$ cat config.mk
export PLATFORM = sky130hd
export DESIGN_NAME = twiddle_gen
export DESIGN_NICKNAME = d
export VERILOG_FILES = /design/src/rtl/twiddle_pkg.sv /design/src/rtl/twiddle_qrom.sv /design/src/rtl/twiddle_gen.sv
export SDC_FILE = /design/constraint.sdc
export NUM_CORES = 1
export LEC_CHECK = 0
export ABC_AREA = 1
export CORE_ASPECT_RATIO = 0.5
export CORE_MARGIN = 4
export CORE_UTILIZATION = 25
export CTS_CLUSTER_DIAMETER = 150
export CTS_CLUSTER_SIZE = 28
export DETAILED_ROUTE_END_ITERATION = 7
export PLACE_DENSITY_LB_ADDON = 0.05
export SLEW_MARGIN = 20
export SYNTH_ARGS = -nofsm -noshare
export SYNTH_HDL_FRONTEND = slang
export SYNTH_HIERARCHICAL = 1
export SYNTH_SLANG_ARGS = --single-unit
$ cat constraint.sdc
create_clock -name clk -period 6.5 [get_ports clk]
set_input_delay 1.3 -clock clk [delete_from_list [all_inputs] [get_ports clk]]
set_output_delay 1.3 -clock clk [all_outputs]
set_load 0.02 [all_outputs]
$ cat src/rtl/twiddle_pkg.sv
// Shared types and the quarter-wave cosine builder for the FFT twiddle generator.
package twiddle_pkg;

  typedef enum logic [1:0] {
    IDLE,
    SWEEP,
    DRAIN
  } state_t;

  localparam logic [1:0] QUAD_0 = 2'd0;
  localparam logic [1:0] QUAD_1 = 2'd1;
  localparam logic [1:0] QUAD_2 = 2'd2;
  localparam logic [1:0] QUAD_3 = 2'd3;

  localparam real PI = 3.14159265358979323846;

  // The endpoints are pinned so floating-point residue cannot push cos(pi/2) below zero.
  function automatic int cos_q(input int i, input int n_log2, input int frac);
    real ang;
    int quarter;
    quarter = 1 << (n_log2 - 2);
    if (i == 0) return 1 << frac;
    if (i >= quarter) return 0;
    ang = 2.0 * PI * real'(i) / real'(1 << n_log2);
    return int'($floor(real'(1 << frac) * $cos(ang)));
  endfunction

endpackage

$ cat src/rtl/twiddle_qrom.sv
// Quarter-wave cosine ROM, N/4+1 entries, with two registered read ports.
module twiddle_qrom
  import twiddle_pkg::*;
#(
  parameter int N_LOG2 = 6,
  parameter int WIDTH  = 12,
  parameter int FRAC   = 8
) (
  input  logic              clk,
  input  logic              rst,
  input  logic              en,
  input  logic [N_LOG2-2:0] addr_a,
  input  logic [N_LOG2-2:0] addr_b,
  output logic [WIDTH-1:0]  data_a,
  output logic [WIDTH-1:0]  data_b
);

  localparam int Q = 1 << (N_LOG2 - 2);

  logic [WIDTH-1:0] rom [0:Q];

  for (genvar g = 0; g <= Q; g++) begin : g_rom
    assign rom[g] = WIDTH'(cos_q(g, N_LOG2, FRAC));
  end

  always_ff @(posedge clk) begin
    if (rst) begin
      data_a <= '0;
      data_b <= '0;
    end else if (en) begin
      data_a <= rom[addr_a];
      data_b <= rom[addr_b];
    end
  end

endmodule

$ cat src/rtl/twiddle_gen.sv
// Pipelined FFT twiddle generator: random-access lookup plus per-stage auto-sweep.
// Optional conjugate output (IFFT) is enabled by defining TWIDDLE_CONJ_EN.
module twiddle_gen
  import twiddle_pkg::*;
#(
  parameter int N_LOG2 = 6,
  parameter int WIDTH  = 12,
  parameter int FRAC   = 8
) (
  input  logic                      clk,
  input  logic                      rst,
  input  logic                      req_valid,
  output logic                      req_ready,
  input  logic [N_LOG2-1:0]         req_k,
  input  logic                      sweep_start,
  input  logic [$clog2(N_LOG2)-1:0] sweep_stage,
  output logic                      sweep_busy,
  output logic                      tw_valid,
  input  logic                      tw_ready,
`ifdef TWIDDLE_CONJ_EN
  input  logic                      conj,
`endif
  output logic [N_LOG2-1:0]         tw_k,
  output logic [WIDTH-1:0]          tw_cos,
  output logic [WIDTH-1:0]          tw_sin,
  output logic                      tw_last
);

  localparam int N  = 1 << N_LOG2;
  localparam int Q  = N / 4;
  localparam int AW = N_LOG2 - 1;
  localparam int SW = $clog2(N_LOG2);

  state_t state, state_next;

  logic              conj_req;
  logic              stall, advance;
  logic              req_fire, start_fire, last_accept;
  logic              issue_valid, issue_last, issue_conj;
  logic [N_LOG2-1:0] issue_k;
  logic [N_LOG2-1:0] sweep_k, sweep_stride, sweep_left;
  logic              sweep_conj;
  logic [SW-1:0]     stage_eff;

  logic              s1_valid, s1_exact, s1_last, s1_conj;
  logic [1:0]        s1_q;
  logic [N_LOG2-1:0] s1_k;
  logic [AW-1:0]     rom_addr_a, rom_addr_b;
  logic [WIDTH-1:0]  rom_a, rom_b;
  logic [WIDTH-1:0]  cos_mag, sin_mag;
  logic              cos_neg, sin_neg;

`ifdef TWIDDLE_CONJ_EN
  assign conj_req = conj;
`else
  assign conj_req = 1'b0;
`endif

  assign stall       = tw_valid && !tw_ready;
  assign advance     = !stall;
  assign req_ready   = !rst && advance && (state == IDLE);
  assign req_fire    = req_valid && req_ready;
  assign start_fire  = sweep_start && (state == IDLE) && !req_fire;
  assign last_accept = tw_valid && tw_ready && tw_last;
  assign sweep_busy  = (state != IDLE);

  always_comb begin
    stage_eff = sweep_stage;
    if (int'(sweep_stage) > N_LOG2 - 1) stage_eff = SW'(N_LOG2 - 1);
  end

  always_ff @(posedge clk) begin
    if (rst) state <= IDLE;
    else     state <= state_next;
  end

  always_comb begin
    state_next  = state;
    issue_valid = 1'b0;
    issue_k     = req_k;
    issue_last  = 1'b0;
    issue_conj  = conj_req;
    case (state)
      IDLE: begin
        issue_valid = req_fire;
        if (start_fire) state_next = SWEEP;
      end
      SWEEP: begin
        issue_k     = sweep_k;
        issue_conj  = sweep_conj;
        issue_last  = (sweep_left == N_LOG2'(1));
        issue_valid = advance;
        if (advance && issue_last) state_next = DRAIN;
      end
      DRAIN: begin
        if (last_accept) state_next = IDLE;
      end
      default: state_next = IDLE;
    endcase
  end

  always_ff @(posedge clk) begin
    if (rst) begin
      sweep_k      <= '0;
      sweep_stride <= '0;
      sweep_left   <= '0;
      sweep_conj   <= 1'b0;
    end else if (start_fire) begin
      sweep_k      <= '0;
      sweep_stride <= N_LOG2'(1) << stage_eff;
      sweep_left   <= N_LOG2'(N / 2) >> stage_eff;
      sweep_conj   <= conj_req;
    end else if (state == SWEEP && advance) begin
      sweep_k      <= sweep_k + sweep_stride;
      sweep_left   <= sweep_left - N_LOG2'(1);
    end
  end

  // Port A reads C[r], port B reads C[N/4-r]; quadrant logic picks between them.
  assign rom_addr_a = {1'b0, issue_k[N_LOG2-3:0]};
  assign rom_addr_b = AW'(Q) - rom_addr_a;

  twiddle_qrom #(
    .N_LOG2(N_LOG2),
    .WIDTH (WIDTH),
    .FRAC  (FRAC)
  ) u_qrom (
    .clk   (clk),
    .rst   (rst),
    .en    (advance),
    .addr_a(rom_addr_a),
    .addr_b(rom_addr_b),
    .data_a(rom_a),
    .data_b(rom_b)
  );

  always_ff @(posedge clk) begin
    if (rst) begin
      s1_valid <= 1'b0;
      s1_k     <= '0;
      s1_q     <= QUAD_0;
      s1_exact <= 1'b0;
      s1_last  <= 1'b0;
      s1_conj  <= 1'b0;
    end else if (advance) begin
      s1_valid <= issue_valid;
      s1_k     <= issue_k;
      s1_q     <= issue_k[N_LOG2-1 -: 2];
      s1_exact <= (issue_k[N_LOG2-3:0] == '0);
      s1_last  <= issue_valid && issue_last;
      s1_conj  <= issue_conj;
    end
  end

  // Exact table values (1.0 and 0) need a true negate; fractional ones use ~v to keep floor().
  function automatic logic [WIDTH-1:0] apply_sign(input logic [WIDTH-1:0] v,
                                                  input logic neg, input logic exact);
    if (!neg) return v;
    return exact ? -v : ~v;
  endfunction

  always_comb begin
    cos_mag = ((s1_q == QUAD_0) || (s1_q == QUAD_2)) ? rom_a : rom_b;
    sin_mag = ((s1_q == QUAD_0) || (s1_q == QUAD_2)) ? rom_b : rom_a;
    cos_neg = (s1_q == QUAD_1) || (s1_q == QUAD_2);
    sin_neg = ((s1_q == QUAD_0) || (s1_q == QUAD_1)) ^ s1_conj;
  end

  always_ff @(posedge clk) begin
    if (rst) begin
      tw_valid <= 1'b0;
      tw_k     <= '0;
      tw_cos   <= '0;
      tw_sin   <= '0;
      tw_last  <= 1'b0;
    end else if (advance) begin
      tw_valid <= s1_valid;
      tw_k     <= s1_k;
      tw_cos   <= apply_sign(cos_mag, cos_neg, s1_exact);
      tw_sin   <= apply_sign(sin_mag, sin_neg, s1_exact);
      tw_last  <= s1_last;
    end
  end

endmodule
**Yosys cells after proc, flatten, opt, wreduce, memory -nomap -nowiden**

Memories as Yosys holds them, arrays and structs flattened. A register that Yosys moved wholly into a read port is not among the register bits.
Index checks and enable logic that the tools add are counted.

- $add $sub $neg: 5
- Magnitude comparators: 1
- Equality and inequality tests: 8
- Shifts and indexed selects: 2
- Mux-type cells: 24
- Bitwise gates (word level): 4
- Reduce and logical (&&, ||, !) cells: 27

Operators with widths:

| kind | count |
|---|---|
| $mux W12 | 8 |
| $neg A12 Y12 | 2 |
| $not A12 Y12 | 2 |
| $mux W6 | 3 |
| $logic_and A1 B1 Y1 | 11 |
| $mux W1 | 7 |
| $add A6 B6 Y6 | 1 |
| $eq A6 B1 Y1 const B | 1 |
| $logic_not A1 Y1 | 6 |
| $mux W2 | 3 |
| $ne A2 B2 Y1 const B | 3 |
| $not A4 Y6 | 1 |
| $not A5 Y6 | 1 |
| $pmux W2 S3 | 1 |
| $shl A1 B3 Y6 const A | 1 |
| $shr A6 B3 Y6 const A | 1 |
| $sub A6 B1 Y6 const B | 1 |
| $sub A5 B4 Y5 const A | 1 |
| $eq A2 B1 Y1 const B | 2 |
| $eq A2 B2 Y1 const B | 2 |
| $logic_not A2 Y1 | 2 |
| $logic_not A4 Y1 | 1 |
| $reduce_bool A2 Y1 | 2 |
| $gt A3 B3 Y1 const B | 1 |
| other kinds (5) | 7 |

- Register bits after elaboration: 63
- ROM bits: 768
- Input bits: 14
- Word-level logic and storage cells: 87
- Memories: 2

Memories:

| name | depth | width | read ports | clocked after memory_dff | wr ports | line | text |
|---|---|---|---|---|---|---|---|
| (name not given) | 32 | 12 | 1 | 1 | 0 | twiddle_qrom.sv:32 | `data_b <= rom[addr_b];` |
| (name not given) | 32 | 12 | 1 | 1 | 0 | twiddle_qrom.sv:31 | `data_a <= rom[addr_a];` |

**Longest topological paths before layout**

- Depth in word-level cells: 10
- Depth in mapped cells: 18

**By module**

The synthesis kept the hierarchy.

Modules (own cells, without submodules):

| module | times used | cells each | area an instance (um2) |
|---|---|---|---|
| twiddle_gen | 1 | 591 | 3,901.2 |
| twiddle_qrom | 1 | 186 | 1,273.7 |

**Least setup slack after synthesis**

OpenSTA, ideal clock, no wires.

- Kind: input to output
- Start point: input tw_ready
- End point: output req_ready
- Arrival: 2.256 ns
- Data required time: 5.200 ns
- Slack: 2.944 ns
- Stages on the path: 5
- Path buffers: 2
- Cell sequence: or2_1 -> buf_2 -> inv_1 -> buf_2 -> nor3_1

- Cells in the longest elaborated chain, start to end: 5

RTL lines:

| element | line | text |
|---|---|---|
| start, declared | twiddle_gen.sv:19 | `input logic tw_ready,` |
| $logic_not A1 Y1 | twiddle_gen.sv:59 | `assign stall = tw_valid && !tw_ready;` |
| $logic_and A1 B1 Y1 | twiddle_gen.sv:59 |  |
| $logic_not A1 Y1 | twiddle_gen.sv:60 | `assign advance = !stall;` |
| $logic_and A1 B1 Y1 (2 in a row) | twiddle_gen.sv:61 | `assign req_ready = !rst && advance && (state == IDLE);` |
| end, declared | twiddle_gen.sv:13 | `output logic req_ready,` |

Every way passes these cells.

**Worst setup path in the final report**

Ends and elaborated chain as after synthesis.

==> flow_summary.toml <==
[outcome]
status = "finished, final reports clean"

[drt]
drt_iter0_drc = 233
routedWlPerCell_um = 12.9
wl_mm = 13.9
post-route-drc-count = 0
ant_nets = 0
first_pass_iters = 4
vias = 4696
avgViaCountPerCell = 4.35

[cells_and_area]
num_antenna_cells = 0
seq_area_um2 = 1580
final_area_um2 = 6090
fillers = 2235
syn_to_final_growth_pct = 17.8
multi_input_area_um2 = 2950
nets = 852
drive_above_1_share = 0.0738

[synth]
ys_ff_latch = 79
synth_cells = 777
yosysSeqAreaShare = 0.306
synth.distinct_cells = 45
yosys_warnings = 6
synth_area_um2 = 5170
syn_avg_cell_area_um2 = 6.66

[floorplan]
coreArea_um2 = 19900
die_h_um = 110
fp.dieW_um = 211
initial_core_util = 0.260
rows = 36
ios = 48
die_area_um2 = 23200

[setup_path]
critPathMaxStageDelay_ps = 550
crit_top_cell = "clkdlybuf4s50_1"
path_class = "input pin to output port"
required_ps = 5200
startpoint = "tw_ready"
crit_family = "buffers and inverters"
worstPathCellList = "clkdlybuf4s50_1 > or2_2 > inv_1 > nor3_1 > clkdlybuf4s50_1"
path_buf_inv = 3
cp-end-kind = "output port"
cp.arrival_ps = 3030
crit_fanout = 14
slowest_stage = "clkdlybuf4s50_1"
startpoint_type = "input pin"
r2r-start = "state[0]"

[worst_hold_path]
hold_class = "register to register"
hp-start = "s1_last"

[timing]
setup_tns_ps = 0
rsz0062_at_grt = "no"
fin_crit_ps = 4330
setup_viol = 0
period_share = 0.667
hold_viol = 0
fmax_ghz = 0.231
fin_skew_ps = 7.35
slew_headroom = 0.529
final_max_slew_viol_count = 0
worst_pin_slew_ps = 704

[clock_network]
cts_htree_levels = 3
cts_tree = "yes"
clock_sinks = 79
ctsHoldBuffers = 0
cts-buffers-inserted = 9
cts_root_buf = "clkbuf_16"
cts.path.max_buffers = 2
clk_latency_ps = 340
cts.clk_slew.worst_paths_ps = 60
cts.repair.resized = 0
postCtsSetupRepairBufs = 0

[grt]
grt_max_degree = 72
grt_pass1_vias = 4407
gr-total-overflow = 0
antenna_found_initial = 0
grt_first_pass_wirelength_mm = 23.0
grt_use_total = 0.124

[place]
io_buffers = 47
placed_area_um2 = 5800
dpl.hpwl_mm = 10.4
gp_congestion = 0.799

[power_and_ir_drop]
vdd_drop_max_uv = 137
power.leakage_nw = 2.86
p_per_area_nw_per_um2 = 304

[job]
max-cap-violations = 0
[sequential cells by signal (all words and copies together), names as in the netlist]
| signal | cells |
|---|---|
| s1_exact | 1 |
| s1_k | 4 |
| s1_last | 1 |
| s1_q | 2 |
| s1_valid | 1 |
| state | 2 |
| sweep_k | 6 |
| sweep_left | 6 |
| sweep_stride | 6 |
| tw_cos | 12 |
| tw_k | 6 |
| tw_last | 1 |
| tw_sin | 12 |
| tw_valid | 1 |
| u_qrom/data_a | 9 |
| u_qrom/data_b | 9 |
[cells in the final DEF, fill, tap and decap left out, types with 2 or more instances in the layout]
master           Yosys  final
a21oi_1             44     44
a31oi_1              4      4
buf_4               13      4
clkbuf_16            0      9
clkdlybuf4s50_1      0     47
clkinv_4             0      2
conb_1               2      7
dfxtp_1             79     79
ha_1                29     29
inv_1              110    110
inv_2                4      4
nand2_1            204    204
nand2_2              7      7
nand2_4              3      3
nand3_1             58     58
nand3b_1             4      4
nand4_1             11     11
nor2_1              44     44
nor2_2               3      3
nor2_4               2      2
nor3_1               2      2
o211ai_1            10     10
o21ai_0             70     70
o21ai_1              8      8
o21ai_2              8      8
or2_2                6      7
xnor2_1              8      8
xor2_1               7      7
[worst paths after layout]
path | cells after the start | end | slack [ps]
max | 5 | req_ready | 2170
min | 2 | s1_last | 470
max reg2reg | 11 | u_qrom/data_b[4] | 3620
min reg2reg | 2 | s1_last | 470
[cell usage after synthesis, drive strengths merged]
cell,n,area [um^2]
clkinv,1,3.75
ha,29,363
or2,7,43.8
o21a,1,7.51
nor2,50,226
o31ai,1,7.51
xor2,7,61.3
o21bai,2,26.3
clkbuf,13,50.0
o21ai,87,477
nand4,11,68.8
nand2,214,843
nor3,2,10.0
inv,114,428
fa,1,20.0
and2,1,6.26
a21oi,46,245
dfxtp,79,1580
nand3b,4,30.0
a31oi,4,25.0
conb,2,7.51
o211ai,10,75.1
nand3,60,318
buf,23,180
xnor2,8,70.1
[kinds of logic (layout without fill, tap and decap cells)]
group / count (synthesis) / in the layout / synth area share
compound gates: 151 / 151 / 0.167
xor+xnor: 15 / 15 / 0.0254
fa+ha+maj: 30 / 30 / 0.0740
buf+inv: 151 / 182 / 0.128
flops: 79 / 79 / 0.306
other cells: 2 / 7 / 0.00145
simple gates: 349 / 349 / 0.299
[tightest hold or removal path: stages, from the launching register on]
cell,delay (ps)
dfxtp_1,310
nand2_1,60
a21oi_1,50
[cell type report]
class,instances,share of cell area
Sequential cell,79,0.259
Timing Repair Buffer,51,0.0821
Multi-Input combinational cell,552,0.484
Inverter,115,0.0708
Clock inverter,6,0.0113
Tap cell,266,0.0546
Clock buffer,10,0.0376
[per-stage QoR]
stage                     instances  hold WS (ps)  utilization  setup WS [ps]  power (mW)
after floorplan                 782           432            -           2940        1.14
after global placement         1063           453        0.291           2150        1.35
final                          1079           467        0.306           2170        1.85
after global routing           1079           495        0.306           2040        2.01
after CTS                      1079           469        0.306           2140        1.88
after detailed placement       1063           456        0.291           2150        1.35
[report_power, final]
group          switching (mW)  total, mW  leakage (nW)  internal [mW]
sequential             0.0524      0.612         0.652          0.559
combinational           0.455      0.721          2.07          0.266
clock                   0.217      0.517         0.143          0.300
total                   0.724       1.85          2.86           1.13
[metal layers]
metal  global-route usage  up-vias  part of all wire
met5                    0        -                 0
met4               0.0248        0            0.0075
met3               0.0359        8             0.036
met2                0.192       68              0.43
met1                0.172     2097              0.53
li1                     -     2523                 -
(Power assumes the default switching activity.)
